`src/rtl/frame_sequencer.sv`:
```
// Frame sequencer for a side-scrolling jump game: runs the per-frame update/check/kick
// phases, owns the rex jump arc, the obstacle scroll, scoring and game state.
module frame_sequencer #(
    parameter int unsigned SCREEN_W   = 128,
    parameter int unsigned REX_X      = 8,
    parameter int unsigned REX_W      = 16,
    parameter int unsigned OBST_W     = 8,
    parameter int unsigned OBST_H     = 15,
    parameter int unsigned INIT_SPEED = 2,
    parameter int unsigned MAX_SPEED  = 6
) (
    input  logic        clk,
    input  logic        rstn,
    input  logic        frame_i,
    input  logic        jmp_key,
    output logic        start_o,
    output logic [15:0] rex_down,
    output logic [15:0] obstacle_left,
    output logic [1:0]  game_state,
    output logic [15:0] score_o
);

    localparam int unsigned DW  = 16;
    localparam int unsigned CW  = DW + 1;
    localparam int unsigned IW  = 4;
    localparam logic [DW-1:0] OBST_START = DW'(SCREEN_W - 1);
    localparam logic [DW-1:0] SPD_INIT   = DW'(INIT_SPEED);
    localparam logic [DW-1:0] SPD_MAX    = DW'(MAX_SPEED);
    localparam logic [DW-1:0] SCORE_MAX  = {DW{1'b1}};
    localparam logic [IW-1:0] JMP_LAST   = IW'(8);

    typedef enum logic [1:0] {PH_WAIT, PH_UPDATE, PH_CHECK, PH_KICK} phase_t;
    typedef enum logic [1:0] {GS_IDLE = 2'b00, GS_RUN = 2'b01, GS_OVER = 2'b10} gstate_t;

    // Jump arc, one entry per frame; the last entry lands the rex.
    function automatic logic [DW-1:0] jump_height(input logic [IW-1:0] idx);
        logic [DW-1:0] h;
        case (idx)
            4'd0:    h = DW'(15);
            4'd1:    h = DW'(27);
            4'd2:    h = DW'(34);
            4'd3:    h = DW'(36);
            4'd4:    h = DW'(36);
            4'd5:    h = DW'(34);
            4'd6:    h = DW'(27);
            4'd7:    h = DW'(15);
            default: h = '0;
        endcase
        return h;
    endfunction

    logic [1:0]    r_frame_sync;
    logic          r_frame_d;
    logic [1:0]    r_jmp_sync;
    logic          r_jmp_d;
    phase_t        r_phase;
    gstate_t       r_gs;
    logic          r_start;
    logic          r_jmp_req;
    logic          r_airborne;
    logic [IW-1:0] r_jmp_idx;
    logic [DW-1:0] r_rex;
    logic [DW-1:0] r_obst;
    logic [DW-1:0] r_score;
    logic [DW-1:0] r_speed;

    phase_t        w_phase_nxt;
    gstate_t       w_gs_nxt;
    logic          w_start_nxt;
    logic          w_jmp_req_nxt;
    logic          w_airborne_nxt;
    logic [IW-1:0] w_jmp_idx_nxt;
    logic [DW-1:0] w_rex_nxt;
    logic [DW-1:0] w_obst_nxt;
    logic [DW-1:0] w_score_nxt;
    logic [DW-1:0] w_speed_nxt;

    logic          w_frame_edge;
    logic          w_jmp_edge;
    logic          w_req;
    logic [CW-1:0] w_obst_ext;
    logic          w_collision;
    logic [DW-1:0] w_score_inc;

    assign w_frame_edge = r_frame_sync[1] & ~r_frame_d;
    assign w_jmp_edge   = r_jmp_sync[1] & ~r_jmp_d;
    assign w_req        = r_jmp_req | w_jmp_edge;
    assign w_score_inc  = r_score + DW'(1);

    assign w_obst_ext  = {1'b0, r_obst};
    assign w_collision = (w_obst_ext + CW'(OBST_W) > CW'(REX_X))
                      && (w_obst_ext < CW'(REX_X + REX_W))
                      && (r_rex < DW'(OBST_H));

    // Synchronizers and edge-detect history
    always_ff @(posedge clk or negedge rstn) begin
        if (!rstn) begin
            r_frame_sync <= '0;
            r_frame_d    <= 1'b0;
            r_jmp_sync   <= '0;
            r_jmp_d      <= 1'b0;
        end else begin
            r_frame_sync <= {r_frame_sync[0], frame_i};
            r_frame_d    <= r_frame_sync[1];
            r_jmp_sync   <= {r_jmp_sync[0], jmp_key};
            r_jmp_d      <= r_jmp_sync[1];
        end
    end

    // Phase and game state registers
    always_ff @(posedge clk or negedge rstn) begin
        if (!rstn) begin
            r_phase    <= PH_WAIT;
            r_gs       <= GS_IDLE;
            r_start    <= 1'b0;
            r_jmp_req  <= 1'b0;
            r_airborne <= 1'b0;
            r_jmp_idx  <= '0;
            r_rex      <= '0;
            r_obst     <= OBST_START;
            r_score    <= '0;
            r_speed    <= SPD_INIT;
        end else begin
            r_phase    <= w_phase_nxt;
            r_gs       <= w_gs_nxt;
            r_start    <= w_start_nxt;
            r_jmp_req  <= w_jmp_req_nxt;
            r_airborne <= w_airborne_nxt;
            r_jmp_idx  <= w_jmp_idx_nxt;
            r_rex      <= w_rex_nxt;
            r_obst     <= w_obst_nxt;
            r_score    <= w_score_nxt;
            r_speed    <= w_speed_nxt;
        end
    end

    // Next-state: phase sequencing plus per-frame game update
    always_comb begin
        w_phase_nxt    = r_phase;
        w_gs_nxt       = r_gs;
        w_start_nxt    = 1'b0;
        w_jmp_req_nxt  = w_req;
        w_airborne_nxt = r_airborne;
        w_jmp_idx_nxt  = r_jmp_idx;
        w_rex_nxt      = r_rex;
        w_obst_nxt     = r_obst;
        w_score_nxt    = r_score;
        w_speed_nxt    = r_speed;

        unique case (r_phase)
            PH_WAIT: begin
                if (w_frame_edge) w_phase_nxt = PH_UPDATE;
            end
            PH_UPDATE: begin
                w_phase_nxt   = PH_CHECK;
                w_jmp_req_nxt = 1'b0;
                case (r_gs)
                    GS_IDLE: begin
                        if (w_req) begin
                            w_gs_nxt       = GS_RUN;
                            w_score_nxt    = '0;
                            w_speed_nxt    = SPD_INIT;
                            w_obst_nxt     = OBST_START;
                            w_rex_nxt      = '0;
                            w_jmp_idx_nxt  = '0;
                            w_airborne_nxt = 1'b0;
                        end
                    end
                    GS_OVER: begin
                        if (w_req) begin
                            w_gs_nxt       = GS_IDLE;
                            w_obst_nxt     = OBST_START;
                            w_rex_nxt      = '0;
                            w_jmp_idx_nxt  = '0;
                            w_airborne_nxt = 1'b0;
                        end
                    end
                    GS_RUN: begin
                        // A request while airborne is simply dropped
                        if (r_airborne) begin
                            w_rex_nxt = jump_height(r_jmp_idx);
                            if (r_jmp_idx == JMP_LAST) begin
                                w_airborne_nxt = 1'b0;
                                w_jmp_idx_nxt  = '0;
                            end else begin
                                w_jmp_idx_nxt = r_jmp_idx + IW'(1);
                            end
                        end else if (w_req) begin
                            w_rex_nxt      = jump_height('0);
                            w_airborne_nxt = 1'b1;
                            w_jmp_idx_nxt  = IW'(1);
                        end

                        if (r_obst < r_speed) begin
                            w_obst_nxt = OBST_START;
                            if (r_score != SCORE_MAX) begin
                                w_score_nxt = w_score_inc;
                                if ((w_score_inc[2:0] == 3'd0) && (r_speed < SPD_MAX))
                                    w_speed_nxt = r_speed + DW'(1);
                            end
                        end else begin
                            w_obst_nxt = r_obst - r_speed;
                        end
                    end
                    default: ;
                endcase
            end
            PH_CHECK: begin
                w_phase_nxt = PH_KICK;
                w_start_nxt = 1'b1;
                if ((r_gs == GS_RUN) && w_collision) w_gs_nxt = GS_OVER;
            end
            PH_KICK: begin
                w_phase_nxt = PH_WAIT;
            end
            default: begin
                w_phase_nxt = PH_WAIT;
            end
        endcase
    end

    assign start_o       = r_start;
    assign rex_down      = r_rex;
    assign obstacle_left = r_obst;
    assign game_state    = r_gs;
    assign score_o       = r_score;

endmodule

```
`config.mk`:
```
export PLATFORM = sky130hd
export DESIGN_NAME = frame_sequencer
export DESIGN_NICKNAME = d
export VERILOG_FILES = /design/src/rtl/frame_sequencer.sv
export SDC_FILE = /design/constraint.sdc
export NUM_CORES = 1
export LEC_CHECK = 0
export BUFFER_PORTS_ARGS = -buffer_cell sky130_fd_sc_hd__clkbuf_2
export CORE_MARGIN = 2
export CORE_UTILIZATION = 50
export DETAILED_ROUTE_END_ITERATION = 10
export MAX_ROUTING_LAYER = met4
export PLACE_DENSITY = 0.7
export SETUP_SLACK_MARGIN = 0.1
export SYNTH_ARGS = -nofsm -noshare
export SYNTH_HDL_FRONTEND = slang
export SYNTH_SLANG_ARGS = --single-unit
```
`constraint.sdc`:
```
create_clock -name clk -period 6 [get_ports clk]
set_input_delay 0.6 -clock clk [delete_from_list [all_inputs] [get_ports clk]]
set_output_delay 0.6 -clock clk [all_outputs]
set_load 0.05 [all_outputs]
```
* After elaboration in Yosys (flattened, before gate mapping)
Memories as Yosys holds them, arrays and structs flattened.
Cells that the tools add are included.
Widths: inputs -> output; s select.
** Operators by class
- Multiply operators :: 0
- Divide/modulo/power cells :: 0
- Bitwise operators :: 5
- Order comparisons :: 5
- Reduce and logical (&&, ||, !) cells :: 16
- $add $sub $neg :: 5
- Mux-type cells :: 35
- Shift operators :: 0
- Eq/ne operators :: 18
** Operators with widths (number)
- $mux 16 :: 12
- $pmux 16 s2 :: 4
- $add 16x1->16 const B :: 2
- $add 16x4->17 const B :: 1
- $gt 17x4->1 const B :: 1
- $lt 16x16->1 :: 1
- $lt 16x3->1 const B :: 1
- $lt 16x4->1 const B :: 1
- $lt 16x5->1 const B :: 1
- $mux 4 :: 4
- $ne 16x16->1 const B :: 1
- $sub 16x16->16 :: 1
- $ne 2x2->1 const B :: 6
- $reduce_and 5->1 :: 2
- $ne 3x3->1 const B :: 3
- $mux 2 :: 4
- $pmux 2 s2 :: 2
- $pmux 2 s4 :: 1
- $pmux 4 s2 :: 1
- $eq 2x2->1 const B :: 3
- $mux 1 :: 6
- $reduce_and 6->1 :: 1
- $reduce_bool 2->1 :: 3
- $add 4x1->4 const B :: 1
- 14 further kinds :: 21
** Word-level totals
- Register bits after elaboration :: 81
- Word-level logic and storage cells :: 99
- Bits of input ports :: 4
- Bits in read-only memories :: 48
- Latch bits :: 0
- Memories kept :: 1
- Output and inout bits :: 51
- RAM bits :: 0
** Memory list
- (name not given) :: words 8, width 6, read ports 1, clocked after memory_dff 0, write ports 0, RTL line 38 : case (idx)

* Longest topological paths before layout
Gate-level depths: netlist of the first run.
- Depth after elaboration :: 7
- Mapped depth :: 11
- Mapped depth without buffers :: 9

* Worst setup path after synthesis of the first run
Ideal clock, no wire load.
- Path type :: flip-flop to flip-flop
- Start point :: reg r_obst[0], in the netlist obstacle_left[0]
- End point :: reg r_speed[0]
- Path buffers :: 0
- Library setup time :: 0.125 ns
- Period minus slack after synthesis :: 2.789 ns
- Arrival :: 2.664 ns
- Required time :: 5.875 ns
- Path slack :: 3.211 ns
- Stages on the path, launching flop included :: 10
- Cell sequence :: dfstp_2 inv_1 ha_1 fa_1 nand2b_1 a21oi_1 o211ai_4 o21ba_2 and3_1 mux2_2
** Between the ends
- Word-level cells in the longest chain between the ends :: 3
** Ends and longest elaborated chain
- start: declaration :: RTL line 63 : logic [DW-1:0] r_obst;
- start signal: assignment :: RTL line 131 : r_obst <= w_obst_nxt;
- $lt 16x16->1 :: RTL line 194 : if (r_obst < r_speed) begin
- $ne 2x2->1 (no source line)
- $reduce_and 6->1 (no source line)
- end signal: assignment :: RTL line 133 : r_speed <= w_speed_nxt;
- end: declaration :: RTL line 65 : logic [DW-1:0] r_speed;
Every way passes these cells.
A chain may end at the register's enable or synchronous reset.

* Worst setup path in the final report of the first run
- Start point :: reg r_obst[5], in the netlist obstacle_left[5]
- End point :: reg r_obst[13], in the netlist obstacle_left[13]
** Between the ends
- Word-level cells in the longest chain between the ends :: 3
- Elaborated cells on any way between the ends :: 4
- Classes of those cells :: 1 x add/sub; 1 x order compare; 2 x mux
** Ends and longest elaborated chain
- $sub 16x16->16 or $lt 16x16->1 (tied branches) :: RTL line 202, 194
- $mux 16 * :: RTL line 194
- $pmux 16 s2 * :: RTL line 157 : case (r_gs)
Mark *: on every way between the ends. The rest lies on a longest branch, timed or not.

==> results of run 1 <==
[state kept, by name, summed over array words and instances (netlist names)]
name	count
r_speed	16
r_jmp_d	1
start_o	1
r_jmp_sync	2
score_o	16
game_state	2
obstacle_left	16
r_phase	2
r_jmp_req	1
r_airborne	1
rex_down	5
r_jmp_idx	4
r_frame_d	1
r_frame_sync	2
[power groups by stage]
stage / sequential (mW) / combinational [mW] / clock, mW
final: 0.765 / 1.46 / 0.432
after global routing: 0.786 / 1.61 / 0.462
after CTS: 0.761 / 1.46 / 0.440
after detailed placement: 0.769 / 1.45 / 0
after global placement: 0.762 / 1.41 / 0
after floorplan: 0.957 / 0.926 / 0
[placed cells by master, fill, tap and decap left out, types with 3 or more instances in the layout]
master      instances
o21a_1              7
inv_1              27
nor4_1              6
nor3_1              3
a31oi_1             9
buf_4               6
nand4_1             7
clkbuf_8           10
a211o_1             3
o211ai_1            5
o31ai_1            18
o41ai_1             5
and3_1              6
clkinvlp_4          3
xnor2_1            11
a21oi_1            21
nand3_1            14
or2_2               3
or3_1               6
ha_1               31
nand2b_1            6
conb_1             10
nor2_1             34
dfrtp_1            62
nor2b_1             5
mux2i_1             4
dfstp_2             8
or4_1               6
o22a_1              5
o21ai_0            39
xor2_1              5
clkbuf_2           43
nand2_1            41
a21o_1              3
[worst max-delay path: cells and delay by family, from the launching register on]
kind	cells	cell delay, ns
and+or+nand+nor	2	1.03
AOI/OAI and AO/OA	4	0.84
DFF	1	0.59
adders and majority gates	1	0.30
[layout make-up]
type                    count  area (um2)
repair buffers             50         265
multi-input cells         349        2340
well taps                 105         131
fillers                   726        3480
flip-flops and latches     70        1760
clock inverters             5        82.6
clock buffers              11         141
inverters                  27         101
[through the flow]
| stage | hold WS, ns | setup WS (ns) | cells |
|---|---|---|---|
| 2_1_floorplan | 0.304 | 3.21 | 472 |
| 3_3_place_gp | 0.334 | 3.23 | 601 |
| 3_5_place_dp | 0.341 | 3.13 | 601 |
| 4_1_cts | 0.342 | 3.09 | 617 |
| 5_1_grt | 0.332 | 2.89 | 617 |
| 6_report | 0.348 | 3.08 | 617 |
[worst max-delay path by stage]
stage	from	end	cells past startpoint
2_1_floorplan	obstacle_left[0]$_DFFE_PN1P_	r_speed[0]$_DFFE_PN0P_	9
3_3_place_gp	obstacle_left[5]$_DFFE_PN1P_	obstacle_left[11]$_DFFE_PN0P_	7
3_5_place_dp	obstacle_left[5]$_DFFE_PN1P_	obstacle_left[13]$_DFFE_PN0P_	7
4_1_cts	obstacle_left[5]$_DFFE_PN1P_	obstacle_left[13]$_DFFE_PN0P_	7
5_1_grt	obstacle_left[5]$_DFFE_PN1P_	obstacle_left[13]$_DFFE_PN0P_	7
6_report	obstacle_left[5]$_DFFE_PN1P_	obstacle_left[13]$_DFFE_PN0P_	7
[routing by layer]
layer / vias to the layer above / share of wire [%] / wire, um / GRT usage, %
met5: - / 0 / 0 / -
met4: 0 / 1.7 / 178 / 8.56
met3: 16 / 6.3 / 662 / 4.77
met2: 116 / 47 / 4960 / 34.7
met1: 1763 / 45 / 4710 / 31.9
li1: 1760 / - / - / -
[cells by family (layout without fill, tap and decap cells)]
family | Yosys count | count (layout) | synth area share, %
fa+ha+maj | 32 | 32 | 9.46
other cells | 1 | 10 | 0.0869
flops | 70 | 70 | 40.8
xor+xnor | 16 | 16 | 3.25
mux | 5 | 5 | 1.19
compound gates | 139 | 139 | 22.0
buf+inv | 53 | 93 | 6.01
simple gates | 147 | 147 | 17.1
==> impl_metrics.json, run 1 <==
{
  "run_status": "finished, final reports clean",
  "ys_types": 62,
  "synth_most_common_cell": "dfrtp_1",
  "fin_nets": 543,
  "finalMaxSlewViolations": 0,
  "start_util_pct": 52.0,
  "dpl.hpwl_um": 7550,
  "numClockSinks": 70,
  "setup_viol": 0,
  "clkLatencyLatePin_ns": 0.35,
  "fin_util_pct": 58.1,
  "clk_pin_slew_ns": 0.08,
  "post_cts_buffers": 0,
  "ys_top_cells_by_area": "dfrtp_1 (36%), ha_1 (9.0%), dfstp_2 (4.9%)",
  "coreArea_um2": 8300,
  "end_kind": "flop",
  "grt_usage_pct": 23.4,
  "cp.required_ns": 6.19,
  "path_class": "reg2reg",
  "startpoint_type": "flop",
  "drive_gt1_share_pct": 16.8,
  "gp_congestion": 0.921,
  "relSlewSlack_pct": 41.5,
  "switchingPower_mw": 1.32,
  "finalHoldViolations": 0,
  "synthFlopType": "dfrtp_1",
  "syn2layout_area_growth_pct": 11.8,
  "rrSetupSlack_ns": 3.08,
  "dieArea_um2": 9380,
  "synth_cells": 463,
  "setup_tns_ns": 0,
  "dpl_cell_area_um2": 4600,
  "syn_area_um2": 4310,
  "synthArstFlopShare_pct": 100,
  "yosysTopAreaCell": "dfrtp_1",
  "synth_seq_area_share_pct": 40.8,
  "routed_via_density": 5.92,
  "min_period_ns": 2.92,
  "die_h_um": 96.9,
  "hold_class": "in2reg",
  "power_mw": 2.66,
  "fin_area_um2": 4820,
  "ant_nets": 0,
  "postCtsResizedCells": 0,
  "synth_seq_cells": 70,
  "totalWireLength_um": 10500,
  "ir_drop_mv": 0.339,
  "rsz0062_at_grt": "false",
  "grt_overflow": 0,
  "fmax_mhz": 342,
  "cts_hold_buf": 0,
  "fin_worst_skew_ns": 0.00782,
  "whs_path_depth": 1,
  "diodes": 0,
  "critical_path_peak_fanout": 13,
  "antenna_found_initial": 0,
  "synth_edf_count": 0,
  "maxCapViolations": 0,
  "hp-start": "frame_i",
  "portBuffers": 44,
  "grt_first_pass_wirelength_um": 17300,
  "intPower_mw": 1.34,
  "die_w_um": 96.9,
  "row_count": 33,
  "pwr-share-comb_pct": 55.0,
  "htreeDepth": 3,
  "cts_buffers": 9,
  "cts_tree": "yes",
  "tightest_slew_ns": 0.877,
  "drt_iter0_drc": 192,
  "cts_root_buffer": "clkbuf_8",
  "synth_top_area_share_pct": 36.0,
  "r2r-end": "obstacle_left[13]$_DFFE_PN0P_",
  "crit_chain": "ha_1 -> a21o_1 -> or3_4 -> o211ai_4 -> a31oi_1 -> nor2_1 -> o21ai_0",
  "first_global_vias": 3512,
  "drc": 0,
  "syn_area_per_cell_um2": 9.32,
  "period_share_pct": 48.7,
  "hold_path_end": "r_frame_sync[0]$_DFF_PN0_",
  "yosysWarnings": 0,
  "leakage_nw": 2.16,
  "p_per_area_nw_per_um2": 552,
  "critPathArrivalTime_ns": 3.11,
  "dr.pass1.iters": 4,
  "ios": 55,
  "cts.path.max_buffers": 2,
  "power_frac_seq_pct": 28.7,
  "vias": 3655,
  "swShare_pct": 49.7,
  "power_frac_clock_pct": 16.3,
  "synthTopCellsByCount": "dfrtp_1 (62), nand2_1 (41), o21ai_0 (39), nor2_1 (34), ha_1 (31)",
  "cpMaxStageDelayCell": "nor2_1",
  "r2r-start": "obstacle_left[5]$_DFFE_PN1P_",
  "grt_max_degree": 71,
  "r2r_cells": 7,
  "critical-path-max-stage-delay_ns": 0.68,
  "wire_per_inst_um": 17.0
}
Power figures use the tool's default switching activity.
==> run 2, diff against run 1 <==
ABC_AREA = 1   (was unset)
PLACE_DENSITY = 0.73   (was 0.7)
clock period = 2.45 ns   (was 6 ns; I/O delays follow)
==> impl_metrics.json, run 2 <==
{
  "rsz0062_at_grt": "true",
  "critPathTopFamily": "simple AND/OR/NAND/NOR gates",
  "synth_top_area_share_pct": 33.1,
  "setup_tns_ns": 0,
  "coreArea_um2": 9150,
  "finalMaxSlewViolations": 0,
  "first_global_vias": 3838,
  "portBuffers": 44,
  "worst-path-buf-inv": 3,
  "synth_edf_count": 0,
  "yosysWarnings": 0,
  "yosysTopAreaCell": "dfrtp_1",
  "drt_iter0_drc": 224,
  "htreeDepth": 3,
  "cp.required_ns": 2.69,
  "numClockSinks": 70,
  "dpl.hpwl_um": 8020,
  "ant_nets": 0,
  "start_util_pct": 51.2,
  "p_per_area_nw_per_um2": 1250,
  "syn_area_um2": 4680,
  "drive_gt1_share_pct": 19.8,
  "ys_top_cells_by_area": "dfrtp_1 (33%), nand2_1 (12%), ha_1 (8.3%)",
  "end_kind": "flop",
  "min_period_ns": 2.26,
  "clkLatencyLatePin_ns": 0.35,
  "relSlewSlack_pct": 51.5,
  "ios": 55,
  "critical_path_peak_fanout": 11,
  "syn_area_per_cell_um2": 7.68,
  "cts_root_buffer": "clkbuf_8",
  "cts_tree": "yes",
  "grt_usage_pct": 22.5,
  "die_w_um": 101,
  "hold_class": "reg2reg",
  "grt_max_degree": 41,
  "routed_via_density": 5.20,
  "synth_seq_cells": 70,
  "clk_pin_slew_ns": 0.08,
  "cts_buffers": 9,
  "die_h_um": 101,
  "fin_area_um2": 5400,
  "cpMaxStageDelayCell": "dfstp_2",
  "finalHoldViolations": 0,
  "totalWireLength_um": 10800,
  "ir_drop_mv": 0.802,
  "drc": 0,
  "synthTopCellsByCount": "nand2_1 (146), inv_1 (80), dfrtp_1 (62), nor2_1 (55), nand3_1 (33)",
  "timing.final.ws_setup_ns": 0.193,
  "critical-path-max-stage-delay_ns": 0.56,
  "dr.pass1.iters": 4,
  "crit_chain": "inv_2 -> ha_4 -> fa_2 -> inv_1 -> nand3_1 -> nand2_2 -> nand3_2 -> nand3_2 -> nand3_1 -> nand2_2 -> nand2_4 -> nand3b_4 -> inv_4 -> nand2_1 -> nand2_1",
  "period_share_pct": 92.1,
  "antenna_found_initial": 0,
  "tightest_slew_ns": 0.727,
  "fin_nets": 709,
  "synthFlopType": "dfrtp_1",
  "most-common-layout-cells": "nand2_1 (143), inv_1 (78), dfrtp_1 (62), nor2_1 (55), clkbuf_2 (43)",
  "path_class": "reg2reg",
  "maxCapViolations": 0,
  "ys_types": 47,
  "fin_worst_skew_ns": 0.0151,
  "fmax_mhz": 443,
  "wire_per_inst_um": 13.7,
  "leakage_nw": 2.74,
  "pre_cts_ws_ns": 0.0907,
  "syn2layout_area_growth_pct": 15.2,
  "final_common_cell": "nand2_1",
  "vias": 4102,
  "critPathArrivalTime_ns": 2.49,
  "grt_first_pass_wirelength_um": 17600,
  "synthArstFlopShare_pct": 100,
  "dieArea_um2": 10200,
  "run_status": "finished, final reports clean",
  "setup_viol": 0,
  "synth_seq_area_share_pct": 37.6,
  "dpl_cell_area_um2": 5050,
  "synth_most_common_cell": "nand2_1",
  "cts.path.max_buffers": 2,
  "gp_congestion": 0.966,
  "startpoint_type": "flop",
  "diodes": 0,
  "grt_overflow": 0,
  "row_count": 35,
  "synth_cells": 610
}
-- run 2: cell count changes after synthesis, sizes merged, moves of 7 or more --
| cell | before | now |
|---|---|---|
| o22ai | 1 | 8 |
| nand2 | 41 | 161 |
| nor3 | 4 | 11 |
| a31oi | 9 | 1 |
| nand3 | 14 | 36 |
| inv | 27 | 93 |
| nor2 | 34 | 57 |
| o31ai | 19 | 4 |
| or3 | 7 | 0 |
-- run 2: cells by family after synthesis --
logic type	synth area share, %
adder cells (fa/ha/maj)	8.71
flip-flops	37.6
XOR/XNOR	4.30
AO/OA/AOI/OAI	9.43
AND/OR/NAND/NOR	29.2
buffers and inverters	10.6
other	0.0801
-- run 2: area by class of cell --
| class | count | area, um2 |
|---|---|---|
| clock buffer | 9 | 124 |
| clock inverter | 7 | 120 |
| fill | 810 | 3760 |
| inverter | 93 | 352 |
| multi-input combinational | 438 | 2510 |
| sequential | 70 | 1760 |
| tap | 111 | 139 |
| timing repair buffer | 61 | 388 |
-- run 2: through the flow --
step | util, % | total power [mW] | hold WS, ns | cells
detailed placement | 55.1 | 5.42 | 0.343 | 767
finish | 58.9 | 6.76 | 0.359 | 789
global route | 58.9 | 7.29 | 0.364 | 789
global placement | 55.1 | 5.35 | 0.336 | 767
floorplan | - | 4.58 | -0.0506 | 619
CTS | 58.3 | 6.63 | 0.362 | 788
-- run 2: path summary, 6_finish.rpt --
kind | startpoint | slack [ns] | end | cells past startpoint
max in group asynchronous | rstn | 1.28 | obstacle_left[11]$_DFFE_PN0P_ | 3
worst max-delay path | obstacle_left[0]$_DFFE_PN1P_ | 0.19 | score_o[11]$_DFFE_PN0P_ | 15
worst max register to register | obstacle_left[0]$_DFFE_PN1P_ | 0.19 | score_o[11]$_DFFE_PN0P_ | 15
min in group asynchronous | rstn | 0.49 | r_speed[3]$_DFFE_PN0P_ | 2
worst min register to register | r_frame_sync[0]$_DFF_PN0_ | 0.36 | r_frame_sync[1]$_DFF_PN0_ | 0
worst min-delay path | r_frame_sync[0]$_DFF_PN0_ | 0.36 | r_frame_sync[1]$_DFF_PN0_ | 0
-- run 2: per-layer routing --
layer,routed length (um),track usage (%)
met5,0,-
met4,114,6.22
met3,567,4.30
met2,4920,34.2
met1,5230,30.9
-- run 2: worst register-to-register path, stage by stage, from the launching register on --
cell,delay (ns)
dfstp_2,0.56
inv_2,0.05
ha_4,0.16
fa_2,0.35
inv_1,0.06
nand3_1,0.07
nand2_2,0.10
nand3_2,0.07
nand3_2,0.07
nand3_1,0.08
nand2_2,0.11
nand2_4,0.09
nand3b_4,0.15
inv_4,0.08
nand2_1,0.08
nand2_1,0.06
-- run 2: power breakdown --
group,internal (mW),switching (mW)
Combinational,1.27,2.62
Clock,0.680,0.470
Sequential,1.43,0.292
-- run 2: repair_timing --
item	4_1_cts	5_1_grt
resized for setup	0	12
setup buffers	2	0
pin swaps	1	1
hold buffers	3	0
endpoints found under the hold margin	24	0
gates cloned	0	1
setup endpoints to repair	1	48
